File: config.mk
export PLATFORM = sky130hd
export DESIGN_NAME = mem_arbiter
export DESIGN_NICKNAME = d
export VERILOG_FILES = /design/src/rtl/mem_arb_pkg.sv /design/src/rtl/mem_arb_grant.sv /design/src/rtl/mem_arbiter.sv
export SDC_FILE = /design/constraint.sdc
export NUM_CORES = 1
export LEC_CHECK = 0
export CELL_PAD_IN_SITES_DETAIL_PLACEMENT = 0
export CELL_PAD_IN_SITES_GLOBAL_PLACEMENT = 1
export CORE_ASPECT_RATIO = 0.8
export CORE_MARGIN = 8
export CORE_UTILIZATION = 22
export CTS_CLUSTER_DIAMETER = 60
export DETAILED_ROUTE_END_ITERATION = 7
export GPL_ROUTABILITY_DRIVEN = 0
export GPL_TIMING_DRIVEN = 1
export PLACE_DENSITY_LB_ADDON = 0.1
export SLEW_MARGIN = 5
export SYNTH_ARGS = -nofsm -noshare
export SYNTH_HDL_FRONTEND = slang
export SYNTH_SLANG_ARGS = --single-unit
File: constraint.sdc
create_clock -name clock -period 1.5 [get_ports clock]
set_clock_uncertainty 0.2 [all_clocks]
set_input_delay 0.225 -clock clock [delete_from_list [all_inputs] [get_ports clock]]
set_output_delay 0.225 -clock clock [all_outputs]
set_load 0.005 [all_outputs]
File: src/rtl/mem_arb_pkg.sv
// mem_arb_pkg: shared widths and the pending-owner encoding for the
// two-requester main-memory arbiter.
package mem_arb_pkg;

  localparam int ADDR_W = 16;
  localparam int DATA_W = 16;

  // Who owns the access issued on the previous edge.
  typedef enum logic [1:0] {
    OWN_NONE   = 2'd0,
    OWN_IREAD  = 2'd1,
    OWN_DREAD  = 2'd2,
    OWN_DWRITE = 2'd3
  } mem_owner_t;

endpackage

File: src/rtl/mem_arb_grant.sv
// mem_arb_grant: per-cycle grant between the fetch and data requesters.
// The data port wins unless fetch has been denied STARVE_LIMIT cycles in a row.
//   clock    in  rising-edge clock
//   reset_n  in  synchronous active-low reset (forces both grants low)
//   IReq     in  fetch request
//   DReq     in  data request
//   IReady   out fetch granted this cycle
//   DReady   out data granted this cycle
module mem_arb_grant #(
  parameter int STARVE_LIMIT = 4
) (
  input  logic clock,
  input  logic reset_n,
  input  logic IReq,
  input  logic DReq,
  output logic IReady,
  output logic DReady
);

  localparam logic [2:0] LIMIT = 3'(STARVE_LIMIT);

  logic [2:0] starve_cnt;

  function automatic logic [2:0] sat_inc(input logic [2:0] cnt);
    if (cnt >= LIMIT) return LIMIT;
    return cnt + 3'd1;
  endfunction

  always_comb begin
    DReady = reset_n && DReq && (starve_cnt < LIMIT);
    IReady = reset_n && IReq && !DReady;
  end

  always_ff @(posedge clock) begin
    if (!reset_n)
      starve_cnt <= 3'd0;
    else if (!IReq || IReady)
      starve_cnt <= 3'd0;
    else
      starve_cnt <= sat_inc(starve_cnt);
  end

endmodule

File: src/rtl/mem_arbiter.sv
// mem_arbiter: merges instruction fetch and load/store onto the single
// registered-read main-memory port and routes the one-cycle-later response
// (read data, store acknowledge, range error) back to its owner.
//   clock, reset_n                      clock / synchronous active-low reset
//   IReq, IAddr -> IReady, IValid, IData fetch port
//   DReq, DWrite, DAddr, DWdata ->
//     DReady, DValid, DRdata, DErr      load/store port
//   MemAddress, MemDataIn, MemWrite,
//   MemVal                              memory port (MemVal one cycle late)
module mem_arbiter
  import mem_arb_pkg::*;
#(
  parameter int MEM_DEPTH    = 4097,
  parameter int STARVE_LIMIT = 4
) (
  input  logic              clock,
  input  logic              reset_n,
  input  logic              IReq,
  input  logic [ADDR_W-1:0] IAddr,
  output logic              IReady,
  output logic              IValid,
  output logic [DATA_W-1:0] IData,
  input  logic              DReq,
  input  logic              DWrite,
  input  logic [ADDR_W-1:0] DAddr,
  input  logic [DATA_W-1:0] DWdata,
  output logic              DReady,
  output logic              DValid,
  output logic [DATA_W-1:0] DRdata,
  output logic              DErr,
  output logic [ADDR_W-1:0] MemAddress,
  output logic [DATA_W-1:0] MemDataIn,
  output logic              MemWrite,
  input  logic [DATA_W-1:0] MemVal
);

  logic       i_oor, d_oor;
  mem_owner_t owner_p0, pend_owner_p1;
  logic       err_p0, pend_err_p1;
  logic       i_vld_p1, d_vld_p1;
  logic [DATA_W-1:0] i_val_p1, d_val_p1;
  logic [DATA_W-1:0] i_held, d_held;

  mem_arb_grant #(.STARVE_LIMIT(STARVE_LIMIT)) u_grant (
    .clock  (clock),
    .reset_n(reset_n),
    .IReq   (IReq),
    .DReq   (DReq),
    .IReady (IReady),
    .DReady (DReady)
  );

  assign i_oor = 32'(IAddr) >= 32'(MEM_DEPTH);
  assign d_oor = 32'(DAddr) >= 32'(MEM_DEPTH);

  // ---- stage p0: accepted request drives the memory port ----
  // Out-of-range accesses never reach memory: address parked at 0, no write.
  always_comb begin
    MemAddress = '0;
    MemDataIn  = '0;
    MemWrite   = 1'b0;
    owner_p0   = OWN_NONE;
    err_p0     = 1'b0;
    if (DReady) begin
      owner_p0  = DWrite ? OWN_DWRITE : OWN_DREAD;
      err_p0    = d_oor;
      MemDataIn = DWdata;
      if (!d_oor) begin
        MemAddress = DAddr;
        MemWrite   = DWrite;
      end
    end else if (IReady) begin
      owner_p0 = OWN_IREAD;
      err_p0   = i_oor;
      if (!i_oor) MemAddress = IAddr;
    end
  end

  always_ff @(posedge clock) begin
    if (!reset_n) begin
      pend_owner_p1 <= OWN_NONE;
      pend_err_p1   <= 1'b0;
    end else begin
      pend_owner_p1 <= owner_p0;
      pend_err_p1   <= err_p0;
    end
  end

  // ---- stage p1: memory data returns, route it to the owner ----
  // Valid is gated by reset_n so a read in flight at reset never surfaces.
  always_comb begin
    i_vld_p1 = reset_n && (pend_owner_p1 == OWN_IREAD);
    d_vld_p1 = reset_n && ((pend_owner_p1 == OWN_DREAD) || (pend_owner_p1 == OWN_DWRITE));
    i_val_p1 = pend_err_p1 ? '0 : MemVal;
    if (pend_err_p1)                      d_val_p1 = '0;
    else if (pend_owner_p1 == OWN_DREAD)  d_val_p1 = MemVal;
    else                                  d_val_p1 = d_held;

    IValid = i_vld_p1;
    IData  = i_vld_p1 ? i_val_p1 : i_held;
    DValid = d_vld_p1;
    DRdata = d_vld_p1 ? d_val_p1 : d_held;
    DErr   = d_vld_p1 && pend_err_p1;
  end

  always_ff @(posedge clock) begin
    if (!reset_n) begin
      i_held <= '0;
      d_held <= '0;
    end else begin
      if (i_vld_p1) i_held <= i_val_p1;
      if (d_vld_p1) d_held <= d_val_p1;
    end
  end

endmodule

==> out/qor.yml <==
status: "finished, violations left"
violations: "negative setup slack"
areaGrowthSynthToFinish_pct: 134.7
grt_overflow: 0
antenna_found_initial: 0
power_density_mw_per_mm2: 619.1
hold_end: "pend_err_p1$_SDFF_PN0_"
layout.cells.most_common: "buf_6"
final_cell_area_sq_mm: 0.005150
hold_violations: 0
core.rowCount: 32
p_seq_share_pct: 33.3
htree_levels: 2
avgSynthCellArea_sq_um: 7.923
worstPathCellList: "buf_8 -> nor4_4 -> a31oi_4 -> nor3_4 -> buf_6 -> buf_6 -> buf_6 -> a22o_1 -> buf_2"
min_path_type: "in2reg"
die_area_sq_mm: 0.01345
portBuffers: 135
max_cap_violations: 0
via_count: 2729
drt-pass1-iter-count: 4
drtIter0Drc: 98
ir_drop_uv: 338.5
cts_root_buf: "clkbuf_16"
wirelength_microns: 10260
clk_path_buf_depth: 2
cts_hold_buf: 0
die_w_microns: 127.7
setup_violations: 77
routed_via_density: 4.304
cp_max_fo: 3
p_switching_w: 0.0007911
timing.rr.start: "pend_owner_p1[1]$_SDFF_PN0_"
comb_power_share_pct: 29.5
synth_seq_area_share_pct: 34.66
antennaDiodeCount: 0
wire_per_inst_microns: 16.18
synth_largest_area_cell: "dfxtp_1"
synth_cell_types: 30
synth_area_leaders: "dfxtp_1 35%, and2_1 14%, nand4b_1 6.4%, nand2_1 6.3%, a21o_1 5.5%"
yosysTopAreaCellShare_pct: 34.66
finalPower_w: 0.003188
cp.arrival_ps: 1600
slew_viol_final: 0
finalCritPeriodShare_pct: 135.1
rr_worst_depth: 7
initial_utilization_pct: 22.65
cpPeakStageDelay_ps: 350
p_leak_nw: 2.463
grt_pass1_vias: 2878
track_usage_pct: 14.91
fin_ws_ps: -526.7
crit_required_ps: 1070
io_pins: 139
die_h_microns: 105.3
seq_area_sq_um: 773.2
antenna_left: 0
placed_cell_area_sq_mm: 0.004011
clkLatencyLatePin_ps: 280
slowest_stage: "nor4_4"
max_freq_ghz: 0.4934
hpwlAfterDp_microns: 7156
holdWs_ps: 165.0
final_net_count: 568
drc: 0
coreArea_sq_mm: 0.009689
fill_cells: 932
clkSinkCount: 38
multi_input_area_sq_mm: 0.001807
critPathLaunchType: "input pin"
drive_gt1_share_pct: 58.43
tns_ps: -22530
crit_type: "in2out"
ys_warn_count: 0
path_delay_family: "simple AND/OR/NAND/NOR gates"
crit_buf_inv: 5
period_needed_ps: 2027
clkPwrFrac_pct: 37.2
r2r_end: "d_held[1]$_SDFF_PN0_"
holdPathStages: 3
switching_share_pct: 24.81
final_cell_mix: "80 x buf_6, 54 x buf_2, 38 x buf_4"
rsz0062_at_grt: "true"
p_int_w: 0.002397
synth_area_sq_mm: 0.002195
cts_tree: "done"
cp_common_cell: "buf_6"
utilization_pct: 53.15
cp-end-kind: "primary output"
min_from: "DAddr[13]"
grt_pass1_wl_microns: 15900
grt_max_degree: 13
cts.reportedPaths.clkPinSlew_ps: 50
ys_ff_latch: 38
synth_cells: 277
cts_buffers: 5
r2r_slack_ps: -50
[worst reg2reg max path: cells and delay by family (launching register included)]
family | cells | cell delay (ps)
and+or+nand+nor | 2 | 260
buffers and inverters | 3 | 370
AOI/OAI and AO/OA | 2 | 250
DFF | 1 | 350
[synthesized netlist by cell type (all sizes together)]
cell,count
buf,14
and2,50
nand3,1
nor3b,1
ha,2
nand2,37
a31oi,2
o21ai,17
and3b,2
nand4b,16
conb,1
or3,1
nand3b,1
nor4,6
nor3,3
a21oi,16
clkbuf,11
nor2,3
a22o,13
a21o,16
o41ai,1
and3,1
dfxtp,38
inv,7
nand2b,17
[worst max path at each step]
stage / startpoint / to / slack [ps] / cells past startpoint
6_report: IAddr[11] / MemAddress[12] / -530 / 9
2_1_floorplan: IAddr[13] / MemAddress[10] / -50 / 4
5_1_grt: IAddr[11] / MemAddress[10] / -590 / 9
3_3_place_gp: IAddr[11] / MemAddress[0] / -1180 / 7
4_1_cts: u_grant.starve_cnt[2]$_SDFF_PP0_ / MemAddress[12] / -530 / 8
3_5_place_dp: IAddr[11] / MemAddress[12] / -1230 / 7
[area by class of cell]
cell class                      count  share of cell area, %
Timing Repair Buffer              235                  42.88
Clock buffer                        7                  2.575
Sequential cell                    38                  15.01
Multi-Input combinational cell    210                  35.08
Inverter                            7                 0.5588
Clock inverter                      1                 0.5831
Tap cell                          136                  3.304
[cells by family (layout without fill, tap and decap cells)]
kind of cell,Yosys count,count (layout),share of synthesized area [%]
simple gates,139,140,37.80
compound gates,65,65,19.33
flops,38,38,34.66
fa+ha+maj,2,2,1.140
other cells,1,3,0.1709
buf+inv,32,250,6.899
[routing by layer]
layer,vias up,global-route usage (%),wire [microns]
met3,9,3.323,431
li1,1389,-,-
met4,0,3.048,110
met1,1269,18.61,4598
met2,62,25.73,5120
met5,-,0,0
[flip-flops by register name (all words and copies together), names as in the netlist]
name                cells
i_held                 16
pend_owner_p1           2
d_held                 16
u_grant.starve_cnt      3
pend_err_p1             1
[power by group through the flow]
| stage | clock network, W | logic [W] | registers, W |
|---|---|---|---|
| after floorplan | 0 | 0.000218 | 0.00107 |
| after global placement | 0 | 0.000682 | 0.00108 |
| after detailed placement | 0 | 0.000682 | 0.00108 |
| after CTS | 0.00122 | 0.000866 | 0.00106 |
| after global routing | 0.00126 | 0.00101 | 0.00107 |
| final | 0.00119 | 0.000941 | 0.00106 |
[what timing repair did]
item / 4_1_cts / 5_1_grt
gates resized for setup: 503 / 98
endpoints found under the setup margin: 100 / 85
pin swaps: 71 / 49
setup buffers: 48 / 13
cloned: 8 / 0
[metrics by stage]
stage,worst slack [ps],cells
after global placement,-1185,570
final,-526.7,634
after CTS,-534.0,631
after floorplan,-49.91,279
after detailed placement,-1225,570
after global routing,-588.5,634
No activity file was read; power rests on OpenSTA's default activity.
==> RTL edit 1: new RTL, same settings <==
The 4 values of `mem_owner_t` get a Gray code encoding in 2 bits.
--- a/src/rtl/mem_arb_pkg.sv
+++ b/src/rtl/mem_arb_pkg.sv
@@ -8,8 +8,8 @@
   // Who owns the access issued on the previous edge.
   typedef enum logic [1:0] {
-    OWN_NONE   = 2'd0,
-    OWN_IREAD  = 2'd1,
-    OWN_DREAD  = 2'd2,
-    OWN_DWRITE = 2'd3
+    OWN_NONE   = 2'b00,
+    OWN_IREAD  = 2'b01,
+    OWN_DREAD  = 2'b11,
+    OWN_DWRITE = 2'b10
   } mem_owner_t;
 
Formal check against the unedited RTL: same outputs for any inputs over 10 cycles, from zero or initial values and one cycle with reset_n low; not proved beyond that.
==> RTL edit 1 against the original RTL <==
The flow still finishes with violations (setup timing). Sequential cell count stayed put. Die area about the same. Register-to-register slack worse by 0.18 ns. Synthesized area about the same. Design area rose by 4.1%. Critical endpoint unchanged. Worst setup slack lost 0.091 ns. Total power decreased by 3.3%. Maximum frequency decreased by 4.3%. Largest power group unchanged. Routed wire length up 7.9%.
==> RTL edit 1: results (changes against the original RTL) <==
Status
The run finished, with violations left. The final reports fail on setup timing.

Synth
The average footprint of a synthesized cell was 7.918 µm² (about the same). The share of synthesized area occupied by flip-flops and latches was 34.68% (about the same). By count the netlist is led by sky130_fd_sc_hd__and2_1 (51), sky130_fd_sc_hd__dfxtp_1 (38), sky130_fd_sc_hd__nand2_1 (36).

Worst setup path
The kind of cell adding the most delay to the critical path is buffers and inverters. The data arrival time at the worst-slack endpoint came to 1.69 ns (+0.09 ns). The worst setup path is launched from a register. The minimum setup slack among reg-to-reg paths is -0.23 ns (-0.18 ns).

The slowest cell on the critical path is sky130_fd_sc_hd__dfxtp_2.

Global route
The via count of the first global-routing pass came to 2976 (+3.4%). The pin count of the biggest net entering global routing is 16 (+3). The total routing resource utilization after global routing is 16.01% (+1.1 points). The first-pass GRT wire length is 16.72 mm (+5.2%). The initial antenna violation count was 2 (+2).

Place
The cell area after placement is 0.003995 mm² (-0.41%). The HPWL after detailed placement came to 7.432 mm (+3.9%). The number of instances in the placed design came to 568 (-0.35%). The worst-case setup slack after placement is -1.186 ns (+0.03857 ns).

Routing
The number of vias per cell after detailed routing is 4.331 (+0.61%). The met3 wire length is 337 µm (-22%). The total met2 wirelength after detailed routing is 5.871 mm (+15%). The routed length on met1 was 4.792 mm (+4.2%).

The first-iteration detailed-routing DRC count is 73 (-26%).

Timing
The minimum setup slack in the final design is -0.6180 ns (-0.09128 ns). The final total negative setup slack is -26.26 ns (-3.738 ns). The number of setup violations in the final report is 72 (-6.5%).

The smallest hold slack is 0.07498 ns (-0.09005 ns).

Pwr
The total internal power is 2.241 mW (-6.5%). The maximum vdd drop came to 425.4 µV (+26%).

Cells and area
The footprint of the flip-flops and latches is 770.7 µm² (-0.32%). The total of fill cells in the finished design was 889 (-4.6%). The post-layout instance count excluding filler cells came to 629 (-0.79%).

The layout net count is 561 (-1.2%).
## RTL edit 1: kinds of logic (layout without fill, tap and decap cells)
kind of cell | Yosys count | in the layout | share of synthesized area [%]
compound gates | 65 | 65 | 20.25
fa+ha+maj | 2 | 2 | 1.141
buf+inv | 32 | 244 | 7.587
flops | 38 | 38 | 34.68
other cells | 1 | 5 | 0.1710
simple gates | 139 | 139 | 36.17
## RTL edit 1: area by class of cell
class / count / area share, %
Antenna cell: 2 / 0.09337
Clock buffer: 7 / 2.661
Clock inverter: 1 / 0.09337
Inverter: 7 / 0.5369
Multi-Input combinational cell: 209 / 38.59
Sequential cell: 38 / 14.38
Tap cell: 136 / 3.175
Timing Repair Buffer: 229 / 40.48
## RTL edit 1: tightest hold or removal path: cells and delay by family
kind                   cells  cell delay (ns)
AO/OA/AOI/OAI              2             0.16
buffers and inverters      1             0.13
## RTL edit 1: power groups by stage
stage / Sequential, mW / Combinational, mW / Clock, mW
2_1_floorplan: 1.07 / 0.205 / 0
3_3_place_gp: 1.07 / 0.649 / 0
3_5_place_dp: 1.07 / 0.651 / 0
4_1_cts: 1.05 / 0.842 / 1.10
5_1_grt: 1.06 / 1.02 / 1.14
6_report: 1.06 / 0.959 / 1.07
## RTL edit 1: repair_timing
item | CTS | global route
buffers inserted | 43 | 11
endpoints found under the setup margin | 100 | 90
cloned | 6 | 0
pin swaps | 53 | 53
resized for setup | 492 | 141
## RTL edit 1: metal layers
metal  up-vias  GRT usage (%)
li1       1375              -
met1      1293          18.56
met2        49          29.06
met5         -              0
met3         7          3.525
met4         0          4.234
==> RTL edit 2: new RTL, config.mk and constraints unchanged <==
Made on the original files. Change the package constant `ADDR_W` from 16 to 15.
--- a/src/rtl/mem_arb_pkg.sv
+++ b/src/rtl/mem_arb_pkg.sv
@@ -3,5 +3,5 @@
 package mem_arb_pkg;
 
-  localparam int ADDR_W = 16;
+  localparam int ADDR_W = 15;
   localparam int DATA_W = 16;
 
Interface: changed (resized DAddr, IAddr and MemAddress); port bits go from 139 to 136. The function was not compared with the original's and may differ.
==> RTL edit 2 against the original RTL <==
Sequential share of layout area increased by 0.16 points. Design area decreased by 2.0%. Total power decreased by 5.7%. Largest cell class unchanged. Core utilization decreased by 0.84 points. The flow still finishes with violations (setup timing). Combinational power decreased by 6.7%. Synthesized area decreased by 0.46%. Clock power decreased by 10%. Sequential cell count unchanged. Routed wire length increased by 0.29%. Sequential power about the same. Worst setup slack got worse by 0.14 ns.
==> RTL edit 2: results (changes against the original RTL) <==
Status
The flow ran to the end, but the final reports show violations. The checks that failed: setup timing.

Place
The HPWL after detailed placement is 6.972 mm (-2.6%). The cell area after placement is 0.003961 mm² (-1.2%). The worst-case setup slack after placement is -1.218 ns (+0.007120 ns).

The number of buffers inserted by port buffering is 133 (-1.5%).

Cells and area
The total of fill cells in the finished design is 928 (-0.43%). The share of cells above drive strength 1 was 53.28% (-5.2 points).

Global route
The via count of the first global-routing pass is 2913 (+1.2%). The total routing resource utilization after global routing is 15.25% (+0.34 points). The pin count of the biggest net entering global routing came to 26 (+13).

Timing
The minimum setup slack in the final design is -0.6625 ns (-0.1357 ns). The number of setup violations in the final report is 72 (-6.5%). The smallest hold slack is 0.1332 ns (-0.03182 ns).

Synth
Sorting the synthesized cells by area gives the leading types as sky130_fd_sc_hd__dfxtp_1 (35%), sky130_fd_sc_hd__and2_1 (14%), sky130_fd_sc_hd__nand4b_1 (6.4%). The parity-gate share of the synthesized area counting xor and xnor cells is 0% (unchanged). In the synthesized netlist, the cells that appear most often are sky130_fd_sc_hd__and2_1 (48), sky130_fd_sc_hd__dfxtp_1 (38), sky130_fd_sc_hd__nand2_1 (37). The fraction of synthesized area in multiplexers is 0% (unchanged). The share of synthesized area occupied by flip-flops and latches came to 34.82% (+0.16 points). The arithmetic-cell share of the synthesized area counting full adders, half adders and majority gates is 1.145% (+0.0052 points). The compound-cell area share of the yosys netlist is 20.68% (+1.3 points).

Worst setup path
The worst reg2reg path endpoint is i_held[2]$_SDFF_PN0_. The minimum setup slack among reg-to-reg paths is -0.10 ns (-0.05 ns). The data arrival time at the worst-slack endpoint is 1.74 ns (+0.14 ns). The slowest stage of the critical path is the sky130_fd_sc_hd__or3_4 cell. The peak per-stage delay on the critical path is 0.39 ns (+0.04 ns). Grouping stages by cell kind, the critical path spends the most delay in compound AO/OA/AOI/OAI gates. The critical path starts at IAddr[12].

CTS
The post-cts gate resize count came to 476 (-5.4%). The buffer levels on the longest clock path was 2 (unchanged). The total setup buffers inserted after CTS is 43 (-10%).

The number of buffers added by the clock tree synthesis step is 5 (unchanged).

Min path
The hold path depth was 4 (+1). The startpoint identified for the worst hold timing path is IAddr[13].

Pwr
The leakage dissipation is 2.402 nW (-2.5%). The maximum vdd drop came to 430.5 µV (+27%). The total internal power was 2.218 mW (-7.5%). The power of the clock network is 1.07 mW (-10%). The sequential fraction of design power is 35.3% (+2.0 points).

Routing
The first-iteration detailed-routing DRC count was 79 (-19%). The aggregate routed wire length is 10.29 mm (+0.29%).
==> RTL edit 2: through the flow <==
| step | power, mW | cells | TNS, ns |
|---|---|---|---|
| 2_1_floorplan | 1.291 | 279 | -2.432 |
| 3_3_place_gp | 1.760 | 565 | -79.14 |
| 3_5_place_dp | 1.760 | 565 | -79.10 |
| 4_1_cts | 2.995 | 623 | -30.82 |
| 5_1_grt | 3.150 | 624 | -34.66 |
| 6_report | 3.006 | 624 | -29.32 |
==> RTL edit 2: final cells by class <==
type / count / area (µm²) / area share (%)
tap: 136 / 170.2 / 3.371
clock buffer: 7 / 142.6 / 2.826
sequential: 38 / 765.7 / 15.17
inverter: 6 / 22.52 / 0.4462
multi-input combinational: 211 / 1793 / 35.52
timing repair buffer: 225 / 2148 / 42.56
clock inverter: 1 / 5.005 / 0.09916
==> RTL edit 2: per-layer routing <==
layer	vias up	part of all wire, %	GRT usage (%)
met3	5	4.3	3.657
met4	0	0.37	2.288
met5	-	0	0
met2	57	51	27.25
met1	1262	44	18.41
li1	1380	-	-
